$ cat config.mk
export PLATFORM = sky130hd
export DESIGN_NAME = pattern_gen_mc
export DESIGN_NICKNAME = d
export VERILOG_FILES = /design/src/rtl/pattern_gen_mc_pkg.sv /design/src/rtl/pattern_gen_mc_lane.sv /design/src/rtl/pattern_gen_mc.sv
export SDC_FILE = /design/constraint.sdc
export NUM_CORES = 1
export LEC_CHECK = 0
export CELL_PAD_IN_SITES_DETAIL_PLACEMENT = 0
export CELL_PAD_IN_SITES_GLOBAL_PLACEMENT = 1
export CORE_ASPECT_RATIO = 1.25
export CORE_MARGIN = 8
export CORE_UTILIZATION = 25
export DETAILED_ROUTE_END_ITERATION = 12
export PLACE_DENSITY_LB_ADDON = 0.12
export RECOVER_POWER = 100
export SETUP_SLACK_MARGIN = 0.15
export SLEW_MARGIN = 25
export SYNTH_ARGS = -nofsm -noshare
export SYNTH_HDL_FRONTEND = slang
export SYNTH_SLANG_ARGS = --single-unit
$ cat constraint.sdc
create_clock -name clk -period 6.7 [get_ports clk]
set_input_delay 1.34 -clock clk [delete_from_list [all_inputs] [get_ports clk]]
set_output_delay 1.34 -clock clk [all_outputs]
set_load 0.05 [all_outputs]
$ cat src/rtl/pattern_gen_mc_pkg.sv
// Shared encodings and helpers for the multi-channel pattern generator.
// Mode/state enums, LFSR taps, seed rotation and LFSR step.
package pattern_gen_mc_pkg;

   typedef enum logic [1:0] {
      MODE_LFSR = 2'd0,
      MODE_DCNT = 2'd1,
      MODE_RAMP = 2'd2,
      MODE_WALK = 2'd3
   } mode_e;

   typedef enum logic [1:0] {
      ST_IDLE   = 2'd0,
      ST_WARMUP = 2'd1,
      ST_BURST  = 2'd2,
      ST_GAP    = 2'd3
   } state_e;

   localparam int LFSR_W = 16;
   localparam int TAP_A  = 12;
   localparam int TAP_B  = 3;
   localparam int TAP_C  = 1;
   localparam int TAP_D  = 0;

   function automatic logic [LFSR_W-1:0] rotl16(
      input logic [LFSR_W-1:0] v,
      input logic [3:0]        sh
   );
      rotl16 = (v << sh) | (v >> (5'd16 - 5'(sh)));
   endfunction

   // XNOR feedback keeps all-ones as the only lock-up state
   function automatic logic [LFSR_W-1:0] lfsr_next(
      input logic [LFSR_W-1:0] v
   );
      lfsr_next = {~(v[TAP_A] ^ v[TAP_B] ^ v[TAP_C] ^ v[TAP_D]),
                   v[LFSR_W-1:1]};
   endfunction

endpackage

$ cat src/rtl/pattern_gen_mc_lane.sv
// One pattern lane: 16-bit LFSR plus a shared counter register
// serving the down-counter, ramp and walking-one modes.
module pattern_lane
   import pattern_gen_mc_pkg::*;
#(
   parameter int          DATA_SIZE = 4,
   parameter int          COUNT_MAX = 14,
   parameter logic [15:0] LFSR_SEED = 16'hABCD
) (
   input  logic                 clk,
   input  logic                 rstn,
   input  mode_e                mode_i,
   input  logic [2:0]           lane_i,
   input  logic                 load_i,
   input  logic                 step_i,
   output logic [DATA_SIZE-1:0] data_o
);

   localparam logic [DATA_SIZE-1:0] CMAX = DATA_SIZE'(COUNT_MAX);
   localparam logic [DATA_SIZE-1:0] ONE  = DATA_SIZE'(1);

   logic [LFSR_W-1:0]    seed;
   logic [LFSR_W-1:0]    lfsr_q, lfsr_d;
   logic [DATA_SIZE-1:0] cnt_q, cnt_d;
   logic [DATA_SIZE-1:0] cnt_init;
   logic [DATA_SIZE-1:0] walk_init;

   assign seed      = rotl16(LFSR_SEED, {lane_i[1:0], 2'b00});
   assign walk_init = ONE << (int'(lane_i) % DATA_SIZE);

   always_comb begin
      cnt_init = '0;
      unique case (mode_i)
         MODE_DCNT: cnt_init = CMAX;
         MODE_RAMP: cnt_init = DATA_SIZE'(lane_i);
         MODE_WALK: cnt_init = walk_init;
         default:   cnt_init = '0;
      endcase
   end

   always_comb begin
      lfsr_d = lfsr_q;
      cnt_d  = cnt_q;
      if (load_i) begin
         lfsr_d = seed;
         cnt_d  = cnt_init;
      end else if (step_i) begin
         lfsr_d = lfsr_next(lfsr_q);
         unique case (mode_i)
            MODE_DCNT: cnt_d = (cnt_q == '0) ? CMAX : cnt_q - ONE;
            MODE_RAMP: cnt_d = cnt_q + ONE;
            MODE_WALK: cnt_d = (cnt_q << 1) | (cnt_q >> (DATA_SIZE-1));
            default:   cnt_d = cnt_q;
         endcase
      end
   end

   always_ff @(posedge clk or negedge rstn) begin
      if (!rstn) begin
         lfsr_q <= seed;
         cnt_q  <= '0;
      end else begin
         lfsr_q <= lfsr_d;
         cnt_q  <= cnt_d;
      end
   end

   assign data_o = (mode_i == MODE_LFSR) ? lfsr_q[DATA_SIZE-1:0] : cnt_q;

endmodule

$ cat src/rtl/pattern_gen_mc.sv
// Multi-channel test-pattern source with warm-up delay, burst/gap
// framing and a valid/ready output handshake.
module pattern_gen_mc
   import pattern_gen_mc_pkg::*;
#(
   parameter int          DATA_SIZE   = 4,
   parameter int          CHANNELS    = 2,
   parameter int          START_DELAY = 24,
   parameter logic [15:0] LFSR_SEED   = 16'hABCD,
   parameter int          COUNT_MAX   = 14
) (
   input  logic                          clk,
   input  logic                          rstn,
   input  logic                          en,
   input  logic [1:0]                    mode,
   input  logic [7:0]                    burst_len,
   input  logic [7:0]                    gap_len,
   input  logic                          ready,
   output logic                          Valid,
   output logic [CHANNELS*DATA_SIZE-1:0] Data,
   output logic                          busy,
   output logic                          burst_done
);

   localparam int DW = $clog2(START_DELAY + 1);

   state_e          state_q, state_d;
   mode_e           mode_q, mode_d;
   mode_e           lane_mode;
   logic [7:0]      blen_q, blen_d;
   logic [7:0]      glen_q, glen_d;
   logic [7:0]      beat_q, beat_d;
   logic [7:0]      gap_q, gap_d;
   logic [DW-1:0]   dly_q, dly_d;
   logic            load;
   logic            fire;
   logic            last;

   assign Valid      = (state_q == ST_BURST);
   assign busy       = (state_q != ST_IDLE);
   assign load       = (state_q == ST_IDLE);
   assign fire       = Valid && ready;
   assign last       = (blen_q != 8'd0) && (beat_q == blen_q - 8'd1);
   assign burst_done = fire && last;

   // Live mode while idle so the exit-edge reload uses the latched mode
   assign lane_mode  = load ? mode_e'(mode) : mode_q;

   always_comb begin
      state_d = state_q;
      mode_d  = mode_q;
      blen_d  = blen_q;
      glen_d  = glen_q;
      beat_d  = beat_q;
      gap_d   = gap_q;
      dly_d   = dly_q;
      unique case (state_q)
         ST_IDLE: begin
            if (en) begin
               mode_d  = mode_e'(mode);
               blen_d  = burst_len;
               glen_d  = gap_len;
               dly_d   = '0;
               state_d = ST_WARMUP;
            end
         end
         ST_WARMUP: begin
            if (!en) begin
               state_d = ST_IDLE;
            end else if (dly_q == DW'(START_DELAY)) begin
               beat_d  = '0;
               state_d = ST_BURST;
            end else begin
               dly_d = dly_q + DW'(1);
            end
         end
         ST_BURST: begin
            if (fire) begin
               if (!en) begin
                  state_d = ST_IDLE;
               end else if (last) begin
                  beat_d = '0;
                  if (glen_q != 8'd0) begin
                     gap_d   = '0;
                     state_d = ST_GAP;
                  end
               end else begin
                  beat_d = beat_q + 8'd1;
               end
            end
         end
         ST_GAP: begin
            if (!en) begin
               state_d = ST_IDLE;
            end else if (gap_q == glen_q - 8'd1) begin
               beat_d  = '0;
               state_d = ST_BURST;
            end else begin
               gap_d = gap_q + 8'd1;
            end
         end
         default: state_d = ST_IDLE;
      endcase
   end

   always_ff @(posedge clk or negedge rstn) begin
      if (!rstn) begin
         state_q <= ST_IDLE;
         mode_q  <= MODE_LFSR;
         blen_q  <= '0;
         glen_q  <= '0;
         beat_q  <= '0;
         gap_q   <= '0;
         dly_q   <= '0;
      end else begin
         state_q <= state_d;
         mode_q  <= mode_d;
         blen_q  <= blen_d;
         glen_q  <= glen_d;
         beat_q  <= beat_d;
         gap_q   <= gap_d;
         dly_q   <= dly_d;
      end
   end

   for (genvar k = 0; k < CHANNELS; k++) begin : g_lane
      pattern_lane #(
         .DATA_SIZE (DATA_SIZE),
         .COUNT_MAX (COUNT_MAX),
         .LFSR_SEED (LFSR_SEED)
      ) u_lane (
         .clk    (clk),
         .rstn   (rstn),
         .mode_i (lane_mode),
         .lane_i (3'(k)),
         .load_i (load),
         .step_i (fire),
         .data_o (Data[k*DATA_SIZE +: DATA_SIZE])
      );
   end

endmodule
# Word level (Yosys, flattened, before mapping)
# Index checks and enable logic that the tools add are counted.
[word_totals] reg_bits=81 input_bits=22 output_inout_bits=11 wordCells=121
[op_classes] addsub=9 n_eq_ne=24 n_mux=46 bitwise=10 reduce_logical=21
[ops] cell="8-bit 2-to-1 mux" count=13
[ops] cell="16-bit 2-to-1 mux" count=4
[ops] cell="4-bit case mux with 3 select lines" count=3
[ops] cell="4-bit 2-to-1 mux" count=8
[ops] cell="8-bit case mux with 3 select lines" count=1
[ops] cell="2-bit 2-to-1 mux" count=10
[ops] cell="8-bit by 1-bit adder with 8-bit output, second input constant" count=2
[ops] cell="8-bit equality test" count=2
[ops] cell="2-bit inequality test, second input constant" count=8
[ops] cell="8-bit case mux with 2 select lines" count=1
[ops] cell="8-bit nonzero test" count=2
[ops] cell="8-bit by 1-bit subtractor with 8-bit output, second input constant" count=2
[ops] cell="5-bit 2-to-1 mux" count=3
[ops] cell="7-bit AND reduction" count=2
[ops] cell="5-bit case mux with 2 select lines" count=1
[ops] cell="4-bit by 1-bit adder with 4-bit output, second input constant" count=2
[ops] cell="2-bit equality test, second input constant" count=4
[ops] cell="4-bit zero test" count=2
[ops] cell="4-bit by 1-bit bitwise OR with 4-bit output" count=2
[ops] cell="2-bit case mux with 4 select lines" count=1
[ops] cell="4-bit case mux with 2 select lines" count=1
[ops] cell="2-bit nonzero test" count=4
[ops] cell="4-bit by 1-bit subtractor with 4-bit output, second input constant" count=2
[ops] cell="2-bit by 1-bit inequality test with 1-bit output, second input constant" count=3
[ops] cell="14 further kinds" count=27

# Logic depth before layout (Yosys ltp)
[logic_depth] ltp_word=7 ltp_mapped=13 ltp_nobuf=11

# Least setup slack after synthesis
# No wires, ideal clock.
[synth_path] path_type="input port to output port" from="input mode[0]" to="output Data[2]" arrival_ns=3.090 t_required_ns=5.360 setup_slack_ns=2.270 stages=5 path_buffers=1 cell_sequence="and2_1 > a21oi_1 > ha_1 > clkbuf_1 > o21ai_0"
[synth_between] elab_chain_cells=3
[synth_rtl] element="from (decl)" line_no="pattern_gen_mc.sv:15" rtl="input logic [1:0] mode,"
[synth_rtl] element="2-bit 2-to-1 mux" line_no="pattern_gen_mc.sv:47" rtl="assign lane_mode = load ? mode_e'(mode) : mode_q;"
[synth_rtl] element="2-bit zero test" line_no="pattern_gen_mc_lane.sv:68" rtl="assign data_o = (mode_i == MODE_LFSR) ? lfsr_q[DATA_SIZE-1:0] : cnt_q;"
[synth_rtl] element="4-bit 2-to-1 mux" line_no="pattern_gen_mc_lane.sv:68"
[synth_rtl] element="to (decl)" line_no="pattern_gen_mc.sv:20" rtl="output logic [CHANNELS*DATA_SIZE-1:0] Data,"
# Every way passes these cells.

# Worst setup path after layout
[layout_path] from="input mode[0]" to="output Data[7]"
# The elaborated chain is that of the path after synthesis.

==> results.ini <==
[status]
status=finished, violations left
violations=max-capacitance violations, max-slew violations

[yosys]
synthCells=542
avgSynthCellArea_um2=8.830
synth_cell_type_count=59
synth-edff-count=0
synth_fp_nets=580
synth_ff_type=dfrtp_1
yosysWarnings=0
synth.top_cell.area_share_pct=31.90
async_reset_ff_share_pct=100.0
syn_area_um2=4786
ys_seq_elements=81
yosysTopAreaCell=dfrtp_1
synth_area_leaders=dfrtp_1, dfstp_2, nand2_1, o21ai_0, ha_1
synth_seq_area_share_pct=42.88

[global_routing]
grt_pass1_vias=3974
antenna_found_initial=0
grtUsageMet2_pct=17.77
gr-total-overflow=0
grt_max_degree=53
met1_usage_pct=13.01
grt_pass1_wl_um=20490
grtUsageTotal_pct=10.62
grt_busiest_layer=met2
use_met3_pct=2.147

[final_layout]
fill_cells=1998
ff_latch_area_um2=2052
synthToLayoutAreaGrowth_pct=16.52
multiInputGateArea_um2=2500
final_area_um2=5577
antenna_cells=0
layout-drive-gt1-share_pct=12.08
fin_nets=596

[clock_network]
clk-insertion-delay-late_ns=0.35
cts_tree=done
cts_resized=0
root_buffer=clkbuf_16
cts_hold_buf=0
clk_path_buf_depth=2
h-tree-depth=3
clk_pin_slew_ns=0.07
cts_setup_buffers=0
cts.sink_count=81
cts_buffers=9

[detailed_routing]
wl_per_cell_um=15.23
vias=3872
drt_iter0_drc=145
post-route-drc-count=0
ant_nets=0
drt-vias-per-instance=4.870
dr.pass1.iters=4
routed_wl_um=12110

[die]
num_rows=56
coreArea_um2=18780
die-area_um2=23850
die_x_um=139.8
start_util_pct=25.49
die_h_um=170.7
pin_count=33

[setup_path]
path_class=input port to primary output
max_stage_delay_ns=0.77
start_kind=input port
cp.required_ns=5.36
cp-end-kind=primary output
crit_arrival_ns=3.81
cp_num_buf_inv=2
cp_max_fo=13
cp_top_family=buffers and inverters
critPathSlowestCell=dlygate4sd3_1
crit_chain=clkdlybuf4s50_1, and2_1, a21oi_1, ha_1, mux2_2, dlygate4sd3_1

[timing]
final.min_clock_period_ns=5.153
rsz0062_at_grt=no
worst_clock_skew_ns=0.006506
finalSetupTns_ns=0
worst_pin_slew_ns=1.914
fin_crit_sh_pct=76.91
finalHoldViolCount=0
fmax_mhz=194.1
slew_headroom_pct=-27.60
setup_violations=0
maxSlewViolCount=31

[worst_hold_path]
hp-class=flip-flop to flip-flop

[placed_design]
place_congestion=0.7325
hpwlAfterDp_um=8187
dpl_cell_area_um2=5296
port_buffers=32

[pwr]
leakage_nw=2.392
finalPower_mw=1.438
ir_worst_vdd_uv=140.3
p_per_area_nw_per_um2=257.9

[run]
maxCapViolCount=1

## layout make-up
type                       count  share of cell area [%]
multi-input combinational    408                   44.83
sequential                    81                   36.80
timing repair buffer          37                   6.170
tap                          232                   5.205
clock buffer                   9                   4.039
clock inverter                 7                   1.548
inverter                      21                   1.414
## metal layers
layer  vias up  part of all wire [%]  wire [µm]
met5         -                     0          0
met1      1876                    48       5827
met2        48                    47       5673
met4         0                   1.8        221
li1       1933                     -          -
met3        15                   3.2        382
## flip-flops by register name (all words and copies together), names as in the netlist
register and count:
beat_q 8, blen_q 8, dly_q 5, g_lane.u_lane.cnt_q 8, g_lane.u_lane.lfsr_q 32, gap_q 8
glen_q 8, mode_q 2, state_q 2
## final timing paths
kind	cells past startpoint	startpoint	slack [ns]	endpoint
worst max-delay path	6	mode[0]	1.55	Data[7]
worst min-delay path	2	g_lane[1].u_lane.lfsr_q[7]	0.46	g_lane[1].u_lane.lfsr_q[6]
worst max register to register	12	state_q[0]	2.80	g_lane[0].u_lane.cnt_q[2]
worst min register to register	2	g_lane[1].u_lane.lfsr_q[7]	0.46	g_lane[1].u_lane.lfsr_q[6]
max in group asynchronous	2	rstn	3.59	g_lane[0].u_lane.lfsr_q[1]
min in group asynchronous	1	rstn	1.51	blen_q[6]
## cell usage after synthesis, types with 3 or more instances
master / instances
a211o_1: 3
a21o_1: 6
a21oi_1: 22
a221o_1: 5
a22o_1: 4
a31oi_1: 4
and2_1: 3
and3_1: 7
and4_1: 3
clkbuf_1: 26
dfrtp_1: 61
dfstp_2: 20
ha_1: 16
inv_1: 21
mux2_2: 16
nand2_1: 102
nand2b_1: 6
nand3_1: 40
nand4_1: 4
nand4b_1: 3
nor2_1: 22
nor2b_1: 10
nor3_1: 8
nor4_1: 3
o21ai_0: 45
o31ai_1: 11
or2_2: 3
or3_1: 3
xnor2_1: 18
xor2_1: 7
## worst min-delay path: cells and delay by family, from the launching register on
family        cells  cell delay, ns
flops             1            0.37
simple gates      2            0.09
## layout by cell type (no fill, tap or decap), drive strengths merged, types with 16 or more instances in the layout
cell / Yosys / final
dfrtp: 61 / 61
a21oi: 22 / 22
nor2: 22 / 22
xnor2: 18 / 18
o21ai: 45 / 45
dfstp: 20 / 20
mux2: 16 / 16
ha: 16 / 16
inv: 21 / 25
nand3: 41 / 41
clkdlybuf4s50: 0 / 18
nand2: 103 / 103
## kinds of logic after synthesis
logic type                 share of synthesized area, %
adders and majority gates                         4.183
buffers and inverters                             4.523
AOI/OAI and AO/OA                                 16.44
xor gates and xnor gates                          4.575
DFF                                               42.88
muxes                                             4.183
and+or+nand+nor                                   23.22
## report_power, final
part / switching (mW) / internal (mW) / leakage, nW / total [mW]
clock: 0.230 / 0.298 / 0.150 / 0.528
combinational: 0.192 / 0.135 / 1.26 / 0.327
sequential: 0.0586 / 0.525 / 0.984 / 0.584
## per-stage QoR
stage	hold slack, ns	setup WS, ns	instances	util, %
floorplan	0.4326	2.270	542	-
global placement	0.4431	1.638	779	28.19
detailed placement	0.4522	1.607	779	28.21
CTS	0.4593	1.586	795	29.86
global route	0.4681	1.280	795	29.70
finish	0.4579	1.547	795	29.70
Note: power is estimated with default switching activity, not from simulation.
